==> src/rtl/cla_pkg.sv <==
// cla_pkg: shared types and elaboration helpers for the cla_adder_pipe slice pipeline
package cla_pkg;

   function automatic bit cla_block_legal(input int blk);
      return blk == 4 || blk == 8 || blk == 16;
   endfunction

   function automatic int cla_stages(input int width, input int blk);
      return width / blk;
   endfunction

   // Fixed-width part of a stage payload; sum_acc, a_rem and b_rem change width from
   // stage to stage, so each stage declares those next to this struct.
   typedef struct packed {
      logic carry;
      logic gg;
      logic pg;
      logic valid;
   } cla_ctl_t;

endpackage

==> src/rtl/cla_block.sv <==
// cla_block: combinational BLOCK-bit carry-lookahead slice with group generate/propagate
module cla_block #(
   parameter int BLOCK = 16
) (
   input  logic [BLOCK-1:0] a,
   input  logic [BLOCK-1:0] b,
   input  logic             ci,
   output logic [BLOCK-1:0] s,
   output logic             co,
   output logic             G,
   output logic             P
);

   logic [BLOCK-1:0] w_g;
   logic [BLOCK-1:0] w_p;
   logic [BLOCK-1:0] w_c;
   logic             w_gr;
   logic             w_pr;

   assign w_g = a & b;
   assign w_p = a ^ b;

   // every carry is the running group generate/propagate of the lower bits applied to ci
   always_comb begin
      logic w_gx;
      logic w_px;
      w_gx = 1'b0;
      w_px = 1'b1;
      w_c  = '0;
      for (int i = 0; i < BLOCK; i++) begin
         w_c[i] = w_gx | (w_px & ci);
         w_gx   = w_g[i] | (w_p[i] & w_gx);
         w_px   = w_p[i] & w_px;
      end
      w_gr = w_gx;
      w_pr = w_px;
   end

   assign s  = w_p ^ w_c;
   assign G  = w_gr;
   assign P  = w_pr;
   assign co = w_gr | (w_pr & ci);

endmodule

==> src/rtl/cla_adder_pipe.sv <==
// cla_adder_pipe: pipelined carry-lookahead add/sub, one BLOCK slice per stage; CLA_FLAGS_EN adds zero/neg/ovf
module cla_adder_pipe
   import cla_pkg::*;
#(
   parameter int WIDTH = 32,
   parameter int BLOCK = 16
) (
   input  logic             clk,
   input  logic             rst_n,
   input  logic             in_valid,
   output logic             in_ready,
   input  logic [WIDTH-1:0] a,
   input  logic [WIDTH-1:0] b,
   input  logic             sub,
   input  logic             c_in,
   output logic             out_valid,
   input  logic             out_ready,
   output logic [WIDTH-1:0] sum,
   output logic             c_out,
   output logic             gg,
   output logic             pg
`ifdef CLA_FLAGS_EN
   ,
   output logic             zero,
   output logic             neg,
   output logic             ovf
`endif
);

   localparam int STAGES = cla_stages(WIDTH, BLOCK);
   localparam int LAST   = STAGES - 1;

   if (!cla_block_legal(BLOCK) || (WIDTH % BLOCK) != 0) begin : g_bad_cfg
      $error("cla_adder_pipe: WIDTH must be a multiple of BLOCK and BLOCK one of 4, 8, 16");
   end

   logic [WIDTH-1:0]  w_b_eff;
   logic              w_ci;
   logic [STAGES:0]   w_load;
   logic [STAGES-1:0] w_valid;

   assign w_b_eff = sub ? ~b : b;
   assign w_ci    = sub | c_in;

   // a stage may load when it is empty or its content moves on this cycle
   always_comb begin
      w_load[STAGES] = out_ready;
      for (int i = STAGES - 1; i >= 0; i--)
         w_load[i] = !w_valid[i] | w_load[i+1];
   end

   for (genvar k = 0; k < STAGES; k++) begin : g_stage
      localparam int LO  = k * BLOCK;
      localparam int SRC = WIDTH - LO;

      logic [SRC-1:0]      w_src_a;
      logic [SRC-1:0]      w_src_b;
      logic                w_src_valid;
      logic                w_src_ci;
      logic                w_src_gg;
      logic                w_src_pg;
      logic [BLOCK-1:0]    w_s;
      logic                w_co;
      logic                w_g;
      logic                w_p;
      logic [LO+BLOCK-1:0] w_sum;
      logic [LO+BLOCK-1:0] r_sum;
      cla_ctl_t            r_ctl;

      if (k == 0) begin : g_src
         assign w_src_a     = a;
         assign w_src_b     = w_b_eff;
         assign w_src_valid = in_valid;
         assign w_src_ci    = w_ci;
         assign w_src_gg    = 1'b0;
         assign w_src_pg    = 1'b1;
         assign w_sum       = w_s;
      end else begin : g_src
         assign w_src_a     = g_stage[k-1].g_rem.r_a;
         assign w_src_b     = g_stage[k-1].g_rem.r_b;
         assign w_src_valid = g_stage[k-1].r_ctl.valid;
         assign w_src_ci    = g_stage[k-1].r_ctl.carry;
         assign w_src_gg    = g_stage[k-1].r_ctl.gg;
         assign w_src_pg    = g_stage[k-1].r_ctl.pg;
         assign w_sum       = {w_s, g_stage[k-1].r_sum};
      end

      cla_block #(.BLOCK(BLOCK)) u_blk (
         .a  (w_src_a[BLOCK-1:0]),
         .b  (w_src_b[BLOCK-1:0]),
         .ci (w_src_ci),
         .s  (w_s),
         .co (w_co),
         .G  (w_g),
         .P  (w_p)
      );

      assign w_valid[k] = r_ctl.valid;

      // register this slice; payload moves only with a real beat so idle stages hold their contents
      always_ff @(posedge clk) begin
         if (!rst_n) begin
            r_ctl <= '0;
            r_sum <= '0;
         end else if (w_load[k]) begin
            r_ctl.valid <= w_src_valid;
            if (w_src_valid) begin
               r_ctl.carry <= w_co;
               r_ctl.gg    <= w_g | (w_p & w_src_gg);
               r_ctl.pg    <= w_p & w_src_pg;
               r_sum       <= w_sum;
            end
         end
      end

      if (k < LAST) begin : g_rem
         logic [SRC-BLOCK-1:0] r_a;
         logic [SRC-BLOCK-1:0] r_b;

         // hand the not-yet-added operand slices to the next stage
         always_ff @(posedge clk) begin
            if (!rst_n) begin
               r_a <= '0;
               r_b <= '0;
            end else if (w_load[k] && w_src_valid) begin
               r_a <= w_src_a[SRC-1:BLOCK];
               r_b <= w_src_b[SRC-1:BLOCK];
            end
         end
      end
   end

`ifdef CLA_FLAGS_EN
   logic w_ovf;
   logic r_zero;
   logic r_neg;
   logic r_ovf;

   assign w_ovf = (g_stage[LAST].w_src_a[BLOCK-1] == g_stage[LAST].w_src_b[BLOCK-1]) &
                  (g_stage[LAST].w_sum[WIDTH-1] != g_stage[LAST].w_src_a[BLOCK-1]);

   // flags ride with the final sum so they stay aligned under back-pressure
   always_ff @(posedge clk) begin
      if (!rst_n) begin
         r_zero <= 1'b0;
         r_neg  <= 1'b0;
         r_ovf  <= 1'b0;
      end else if (w_load[LAST] && g_stage[LAST].w_src_valid) begin
         r_zero <= ~|g_stage[LAST].w_sum;
         r_neg  <= g_stage[LAST].w_sum[WIDTH-1];
         r_ovf  <= w_ovf;
      end
   end

   assign zero = r_zero;
   assign neg  = r_neg;
   assign ovf  = r_ovf;
`endif

   assign in_ready  = w_load[0] & rst_n;
   assign out_valid = w_valid[LAST] & rst_n;
   assign sum       = g_stage[LAST].r_sum;
   assign c_out     = g_stage[LAST].r_ctl.carry;
   assign gg        = g_stage[LAST].r_ctl.gg;
   assign pg        = g_stage[LAST].r_ctl.pg;

endmodule

==> config.mk <==
export PLATFORM = sky130hd
export DESIGN_NAME = cla_adder_pipe
export DESIGN_NICKNAME = d
export VERILOG_FILES = /design/src/rtl/cla_pkg.sv /design/src/rtl/cla_block.sv /design/src/rtl/cla_adder_pipe.sv
export SDC_FILE = /design/constraint.sdc
export NUM_CORES = 1
export LEC_CHECK = 0
export CAP_MARGIN = 20
export CELL_PAD_IN_SITES_DETAIL_PLACEMENT = 1
export CELL_PAD_IN_SITES_GLOBAL_PLACEMENT = 2
export CORE_ASPECT_RATIO = 1.25
export CORE_MARGIN = 2
export CORE_UTILIZATION = 32
export CTS_CLUSTER_DIAMETER = 120
export DETAILED_ROUTE_END_ITERATION = 16
export PLACE_DENSITY = 0.9
export RECOVER_POWER = 100
export SETUP_SLACK_MARGIN = 0.1
export SLEW_MARGIN = 20
export SYNTH_ARGS = -nofsm -noshare
export SYNTH_HDL_FRONTEND = slang
export SYNTH_SLANG_ARGS = --single-unit
==> constraint.sdc <==
create_clock -name clk -period 6.3 [get_ports clk]
set_input_delay 0.945 -clock clk [delete_from_list [all_inputs] [get_ports clk]]
set_output_delay 0.945 -clock clk [all_outputs]
set_load 0.02 [all_outputs]
# Word-level counts from Yosys, hierarchy flattened
# Cells that the tools add are included.
# classes
mux,1
bitwise_logic,169
n_reduce_logical,5
# ops
op,count
$and 1x1->1,96
$or 1x1->1,66
$xor 16x16->16,4
$and 16x16->16,2
$mux 32,1
$not 32->32,1
$reduce_and 2->1,2
$logic_not 1->1,2
$logic_and 1x1->1,1
# totals
ff_bits,88
in_bits,70
wordCells,187

# Depth between registers and ports, before layout
# Gate-level depths: netlist of the first run.
# logic_depth
word_depth,34
mapped_depth,11

# Hierarchy
# Synthesis of the first run repeated with hierarchy kept, for this count alone.
# hier_totals
hier_cells,631
area_unflattened_um2,5373.9
# modules_own_cells
mod,instances,cells_each,area_each_um2
cla_adder_pipe,1,415,3709.8
cla_block,2,108,832.0

# Worst setup path before layout of the first run
# No wires, ideal clock.
# synth_path
path_type,input to register
startpoint,input port sub
endpoint,register g_stage[0].r_sum[12]
setup_ns,0.125
arrival_time_ns,3.082
path_slack_ns,3.093
cell_stages,11
path_cell_list,buf_6 -> buf_2 -> buf_2 -> xor2_1 -> ha_1 -> a21oi_1 -> nand3_1 -> o31ai_4 -> o21bai_2 -> a211oi_2 -> o41ai_2
# synth_via
elab_chain_cells,26
# synth_rtl
item,line,source
"start, declared",cla_adder_pipe.sv:14,"input logic sub,"
$mux 32,cla_adder_pipe.sv:42,assign w_b_eff = sub ? ~b : b;
$xor 16x16->16 / $and 16x16->16 (equally long branches),"cla_block.sv:21, cla_block.sv:20",
$and 1x1->1,cla_block.sv:32,w_gx = w_g[i] | (w_p[i] & w_gx);
$or 1x1->1,cla_block.sv:32,
$and 1x1->1,cla_block.sv:32,
$or 1x1->1,cla_block.sv:32,
$and 1x1->1,cla_block.sv:32,
$or 1x1->1,cla_block.sv:32,
[10 not listed],-,
$and 1x1->1,cla_block.sv:32,
$or 1x1->1,cla_block.sv:32,
$and 1x1->1,cla_block.sv:32,
$or 1x1->1,cla_block.sv:32,
$and 1x1->1,cla_block.sv:32,
$or 1x1->1,cla_block.sv:32,
$or 1x1->1,cla_block.sv:31,w_c[i] = w_gx | (w_px & ci);
$xor 16x16->16 *,cla_block.sv:39,assign s = w_p ^ w_c;
"end signal, assigned",cla_adder_pipe.sv:111,r_sum <= w_sum;
"end, declared",cla_adder_pipe.sv:67,logic [LO+BLOCK-1:0] r_sum;
# Mark *: on every way between the ends. The rest lies on a longest branch, timed or not.
# A chain may end at the register's enable or synchronous reset.

# Worst setup path after layout of the first run
# Ends and elaborated chain as after synthesis.

==> metrics.csv, run 1 <==
stage,metric,value,unit
cts,CTS resizes,0,
placed_design,gpl congestion,0.869,
die,Core Region,14900,sq um
yosys,mux cell area share after synthesis,0.206,%
cts,Root Buffer,clkbuf_16,
die,Die Height,142,um
placed_design,placed cells,863,
detailed_routing,drt first-iter violations,139,
yosys,syn avg cell area,8.08,sq um
finish,"Area growth, synth to finish",30.6,%
min_path,Worst Hold Path EP,sum[19]$_SDFFE_PN0P_,
yosys,main combinational cell family by area after synthesis,compound AO/OA/AOI/OAI gates,
timing,Final Max Slew Viols,72,
worst_setup_path,critical register-to-register path startpoint,g_stage[1].r_ctl[0]$_SDFFE_PN0P_,
timing,final setup margin,1.74,ns
timing,fmax,0.219,GHz
power,P_int,1100,uW
min_path,WHS Path Cells,2,
die,IO Pins,107,
die,die width,114,um
cts,total number of H-tree levels,3,
power,register share of total power,39.9,%
timing,Worst slew margin,-64.9,%
global_route,pin count of the biggest net entering global routing,70,
timing,unrepaired setup endpoints after global routing,false,
min_path,hold path start,sum[19]$_SDFFE_PN0P_,
placed_design,port bufs,106,
detailed_routing,final WL,14900,um
cts,Num Clock Sinks,88,
finish,nets,796,
yosys,Post-Syn Area,4860,sq um
power,P_leak,0.00255,uW
yosys,main flop type after synthesis,dfxtp_1,
detailed_routing,vias per inst,5.28,
timing,fin crit share,72.4,%
yosys,sequential area share after synthesis,36.3,%
worst_setup_path,WS Path Type,in2reg,
global_route,remaining global-route overflow,0,
yosys,Post-synth EDFFs,0,
global_route,initial antenna violation count,0,
detailed_routing,DRC viols,0,
worst_setup_path,Worst EP arrival,4.77,ns
detailed_routing,First-pass DRT Iterations,5,
cts,Clock Path Buffers,2,
worst_setup_path,worst-path maximum fanout,34,
power,P_sw,469,uW
placed_design,dpl ws,2.52,ns
global_route,vias in the first global route,5015,
cts,"Clk pin slew, worst setup/hold paths",0.07,ns
outcome,failing checks,"capacitance limit, slew limit",
worst_setup_path,"Data required, critical path",6.51,ns
worst_setup_path,r2r setup slk,3.39,ns
detailed_routing,"antenna viol nets, final",0,
detailed_routing,wire per inst,16.9,um
worst_setup_path,Reg2Reg Depth,6,
worst_setup_path,nature of the critical path endpoint,flip-flop,
finish,"commonest non-fill, non-tap cell in the layout",nand2_1,
timing,Final setup viols,0,
yosys,Syn Nets,705,
cts,Num CTS Buffers,9,
die,Starting Density,32.6,%
global_route,Tot GR Track Use,18.7,%
yosys,Synth Register Bits,88,
yosys,Compound-Gate Fraction of Synth Area,22.7,%
yosys,XOR/XNOR share of the synthesized area,9.01,%
timing,Fin. Hold Viols,0,
timing,clk_skew,0.00992,ns
yosys,Synth Instances,601,
cts,Setup Buffers After CTS,0,
finish,"commonest cells after routing, fill and taps aside","105 x nand2_1, 88 x dfxtp_1, 73 x a21oi_1, 66 x clkdlybuf4s50_1, 44 x nor2_1",
die,# rows,50,
cts,hold buffer count at cts,0,
detailed_routing,routed vias,4641,
finish,post-layout util,42.6,%
yosys,Netlist cell types,56,
power,clock power share,36.1,%
finish,Final Non-Filler Cells,879,
die,Die ar.,16200,sq um
power,Sw Ratio,29.9,%
min_path,worst hold path type,reg2reg,
timing,actual slew at the worst max-slew pin,2.47,ns
outcome,status,finished with violations,
placed_design,HPWL Detailed,10600,um
timing,sum of negative setup slack,0,ns
cts,CTS tree,done,
run,max_cap viols,2,
power,PwrDens,247,nW/um^2
finish,share of layout cells above drive strength 1,4.88,%
finish,ANT cells,0,
timing,fin crit period,4.56,ns
power,VDD IR max,0.143,mV
yosys,simple logic cell fraction of the synthesized area,18.9,%
worst_setup_path,reg2reg end,sum[30]$_SDFFE_PN0P_,
cts,clock latency on the worst-skew pair,0.34,ns
worst_setup_path,Startpoint Class,primary input,
yosys,Synth Area in Adders,9.07,%
yosys,synth warn,0,
yosys,"Async S/R FF share, synth",0,%
global_route,first-pass GRT wire length,24300,um
power,Comb pwr share,24.0,%
==> final cells by class <==
type	count	area, sq um
clock buffers	11	253
flip-flops and latches	88	1760
inverters	15	56.3
repair buffers	111	1080
fillers	1820	8540
clock inverters	5	62.6
well taps	182	228
multi-input cells	467	2900
==> cells in the mapped netlist, drive strengths merged (2+ instances only) <==
cell / number / area [sq um]
nand4b: 2 / 17.5
fa: 2 / 40.0
nand2: 105 / 394
nand3: 24 / 120
nand4: 2 / 12.5
a31o: 2 / 17.5
o31ai: 3 / 36.3
a21o: 6 / 45.0
a211o: 2 / 17.5
buf: 6 / 35.0
o21bai: 4 / 33.8
o22ai: 3 / 18.8
inv: 14 / 52.6
xor2: 21 / 184
and2: 2 / 12.5
or3: 2 / 12.5
a21oi: 75 / 383
o211ai: 3 / 41.3
nor2b: 6 / 37.5
o2111ai: 2 / 17.5
xnor2: 29 / 254
nor3: 13 / 70.1
dfxtp: 88 / 1760
and3: 6 / 37.5
o21ai: 29 / 153
a211oi: 24 / 203
nand2b: 3 / 18.8
clkbuf: 25 / 93.8
nor2: 44 / 165
a31oi: 5 / 31.3
o21a: 5 / 37.5
ha: 32 / 400
==> metrics by stage <==
step	hold WS (ns)	area (sq um)	power, uW
2_1_floorplan	0.429	4860	880
3_3_place_gp	0.439	6050	1010
3_5_place_dp	0.447	6050	1020
4_1_cts	0.457	6370	1590
5_1_grt	0.473	6350	1640
6_report	0.449	6350	1570
==> power by group through the flow <==
| stage | sequential (uW) | combinational, uW | clock [uW] |
|---|---|---|---|
| floorplan | 642 | 238 | 0 |
| global placement | 635 | 373 | 0 |
| detailed placement | 637 | 383 | 0 |
| CTS | 625 | 388 | 576 |
| global route | 629 | 418 | 597 |
| finish | 624 | 376 | 566 |
==> state kept, by name, indices dropped and copies added (netlist names) <==
name / count
g_stage.w_src_ci: 1
g_stage.w_src_gg: 1
g_stage.g_rem.r_b: 16
g_stage.w_src_pg: 1
g_stage.r_sum: 16
gg: 1
sum: 32
g_stage.r_ctl: 1
pg: 1
g_stage.w_src_valid: 1
c_out: 1
g_stage.g_rem.r_a: 16
==> layer usage <==
layer / up-vias / part of all wire (%) / global-route usage (%)
met4: 0 / 2.4 / 7.19
met2: 96 / 52 / 34.4
li1: 2278 / - / -
met3: 22 / 2.5 / 2.48
met5: - / 0 / 0
met1: 2245 / 43 / 21.9
==> cell families (layout without fill, tap and decap cells) <==
logic type | Yosys count | after routing
adders and majority gates | 34 | 34
xor gates and xnor gates | 50 | 50
and+or+nand+nor | 212 | 212
muxes | 1 | 1
DFF | 88 | 88
buffers and inverters | 46 | 142
AOI/OAI and AO/OA | 170 | 170
==> worst max-delay path by stage <==
| stage | from | endpoint | slack [ns] | cells after the start |
|---|---|---|---|---|
| after floorplan | sub | g_stage[0].r_sum[12]$_SDFFE_PN0P_ | 3.09 | 11 |
| after global placement | sub | g_stage[0].r_sum[12]$_SDFFE_PN0P_ | 2.61 | 9 |
| after detailed placement | sub | g_stage[0].r_sum[12]$_SDFFE_PN0P_ | 2.52 | 9 |
| after CTS | rst_n | in_ready | 2.82 | 5 |
| after global routing | sub | g_stage[0].r_sum[12]$_SDFFE_PN0P_ | 1.35 | 9 |
| final | sub | g_stage[0].r_sum[12]$_SDFFE_PN0P_ | 1.74 | 9 |
==> critical path, cell delays in order <==
cell and delay (ns):
clkbuf_1 1.73, xor2_1 0.21, ha_1 0.48, a21oi_2 0.28
a211oi_4 0.11, o31ai_4 0.41, o21bai_1 0.18, a211oi_1 0.33
o41ai_2 0.09
(Power assumes the default switching activity.)
==> run 2: changes to the inputs <==
Settings changed: CORE_UTILIZATION 32 to 29, PLACE_DENSITY 0.9 to 0.83.
Clock period 6.3 ns to 4.76 ns, I/O delays scaled along.
==> run 2 against run 1 <==
  * Clock-buffer cell count down 2
  * Non-clock buffer count stayed put
  * Critical path type is now in2out
  * Setup slack worse by 0.77 ns
  * First-iteration DRC count increased by 28%
  * Clock power increased by 28%
  * Die area up 10%
  * Combinational power grew 31%
  * The run ends with capacitance limit left
==> metrics.csv, run 2 (synthesis gave the netlist of run 1 again) <==
stage,metric,value,unit,change
run,max_cap viols,1,,-1
cts,"Clk pin slew, worst setup/hold paths",0.06,ns,about the same
global_route,Tot GR Track Use,17.3,%,-1.5 points
die,Core Region,16300,sq um,+9.7%
finish,max reg flops,32,,unchanged
worst_setup_path,WS Path Type,in2out,,
placed_design,dpl ws,1.16,ns,-1.36 ns
timing,fin crit period,3.79,ns,
worst_setup_path,"Data required, critical path",4.05,ns,-2.46 ns
timing,fin crit share,79.7,%,
finish,"Area growth, synth to finish",30.7,%,about the same
timing,Fin. Hold Viols,0,,unchanged
placed_design,gpl congestion,0.846,,-2.7%
die,# rows,52,,+4.0%
power,VDD IR max,0.163,mV,+14%
global_route,pin count of the biggest net entering global routing,70,,unchanged
timing,Final Max Slew Viols,0,,-100%
cts,clock latency on the worst-skew pair,0.35,ns,about the same
detailed_routing,"antenna viol nets, final",0,,unchanged
cts,total number of H-tree levels,3,,unchanged
detailed_routing,First-pass DRT Iterations,4,,-1
global_route,vias in the first global route,4799,,-4.3%
finish,filler cell count,1946,,+6.9%
detailed_routing,vias per inst,5.02,,-4.9%
cts,Num CTS Buffers,9,,unchanged
detailed_routing,DRC viols,0,,unchanged
timing,actual slew at the worst max-slew pin,1.50,ns,-0.974 ns
cts,Setup Buffers After CTS,0,,unchanged
min_path,worst hold path type,reg2reg,,
finish,final instance area,6350,sq um,about the same
power,PwrDens,321,nW/um^2,+30%
finish,share of layout cells above drive strength 1,5.16,%,+0.29 points
global_route,remaining global-route overflow,0,,unchanged
outcome,status,finished with violations,,
global_route,initial antenna violation count,0,,unchanged
detailed_routing,wire per inst,16.4,um,-3.1%
detailed_routing,routed vias,4585,,-1.2%
power,P_leak,0.00256,uW,+0.36%
die,Starting Density,29.8,%,-2.9 points
timing,clk_skew,0.00554,ns,-0.00438 ns
finish,nets,796,,unchanged
die,IO Pins,107,,unchanged
placed_design,placed cells,897,,+3.9%
cts,CTS resizes,0,,unchanged
timing,Worst slew margin,0.0255,%,+65 points
placed_design,HPWL Detailed,11000,um,+3.9%
timing,hold slack final,0.448,ns,-0.000708 ns
worst_setup_path,Startpoint Class,primary input,,
worst_setup_path,Worst EP arrival,3.08,ns,-1.69 ns
die,Die Height,149,um,+4.9%
global_route,first-pass GRT wire length,24200,um,-0.77%
outcome,failing checks,capacitance limit,,
finish,"commonest non-fill, non-tap cell in the layout",nand2_1,,
timing,fmax,0.264,GHz,
timing,sum of negative setup slack,0,ns,unchanged
finish,"commonest cells after routing, fill and taps aside","105 x nand2_1, 88 x dfxtp_1, 73 x a21oi_1, 67 x clkdlybuf4s50_1, 44 x nor2_1",,
cts,Clock Path Buffers,2,,unchanged
cts,hold buffer count at cts,0,,unchanged
cts,Num Clock Sinks,88,,unchanged
worst_setup_path,worst-path maximum fanout,25,,-26%
detailed_routing,final WL,15000,um,+0.70%
die,die width,120,um,+4.9%
timing,final setup margin,0.965,ns,-0.773 ns
die,Die ar.,17800,sq um,+10%
finish,ANT cells,0,,unchanged
placed_design,port bufs,106,,unchanged
cts,Root Buffer,clkbuf_16,,
placed_design,Area after DPL,6100,sq um,+0.74%
worst_setup_path,nature of the critical path endpoint,output pin,,
timing,Final setup viols,0,,unchanged
cts,CTS tree,done,,
worst_setup_path,r2r setup slk,2.15,ns,-1.24 ns
timing,unrepaired setup endpoints after global routing,false,,
detailed_routing,drt first-iter violations,178,,+28%
finish,Final Non-Filler Cells,913,,+3.9%
[run 2: changes by cell type in the layout (fill, tap and decap cells not counted), sizes merged]
cell,previous run,this run
clkinv,1,3
buf,3,4
clkbuf,14,11
clkinvlp,2,1
clkdlybuf4s50,66,67
dlygate4sd3,39,38
inv,16,17
[run 2: metrics by stage]
stage / total power [uW] / util [%]
after detailed placement: 1350 / 37.4
after global routing: 2160 / 38.9
final: 2040 / 38.9
after CTS: 2080 / 39.2
after global placement: 1340 / 37.3
after floorplan: 1170 / -
[run 2: path summary, 6_finish.rpt]
| path | to | cells after the start | start |
|---|---|---|---|
| min | sum[24]$_SDFFE_PN0P_ | 1 | sum[24]$_SDFFE_PN0P_ |
| max | out_valid | 4 | rst_n |
| max reg2reg | sum[30]$_SDFFE_PN0P_ | 5 | g_stage[1].r_ctl[0]$_SDFFE_PN0P_ |
| min reg2reg | sum[24]$_SDFFE_PN0P_ | 1 | sum[24]$_SDFFE_PN0P_ |
[run 2: worst max-delay path, cell delays in order]
cell	delay (ns)
dlygate4sd3_1	0.52
clkbuf_1	0.90
and2_1	0.25
dlygate4sd3_1	0.69
[run 2: power breakdown]
part           switching [uW]  internal, uW  leakage, uW
clock                     315           408     0.000146
combinational             274           220      0.00169
sequential               34.1           792     0.000723
total                     622          1420      0.00256
[run 2: layout make-up]
class / count / area, sq um / area share (%)
Clock inverter: 7 / 70.1 / 1.10
Tap cell: 216 / 270 / 4.26
Inverter: 15 / 56.3 / 0.887
Sequential cell: 88 / 1760 / 27.7
Multi-Input combinational cell: 467 / 2880 / 45.4
Clock buffer: 9 / 225 / 3.55
Timing Repair Buffer: 111 / 1090 / 17.1
[run 2: routing by layer]
metal	vias up	track usage [%]	wire length [um]
li1	2286	-	-
met4	0	7.24	398
met3	25	2.53	392
met5	-	0	0
met2	79	30.3	7410
met1	2195	21.1	6760
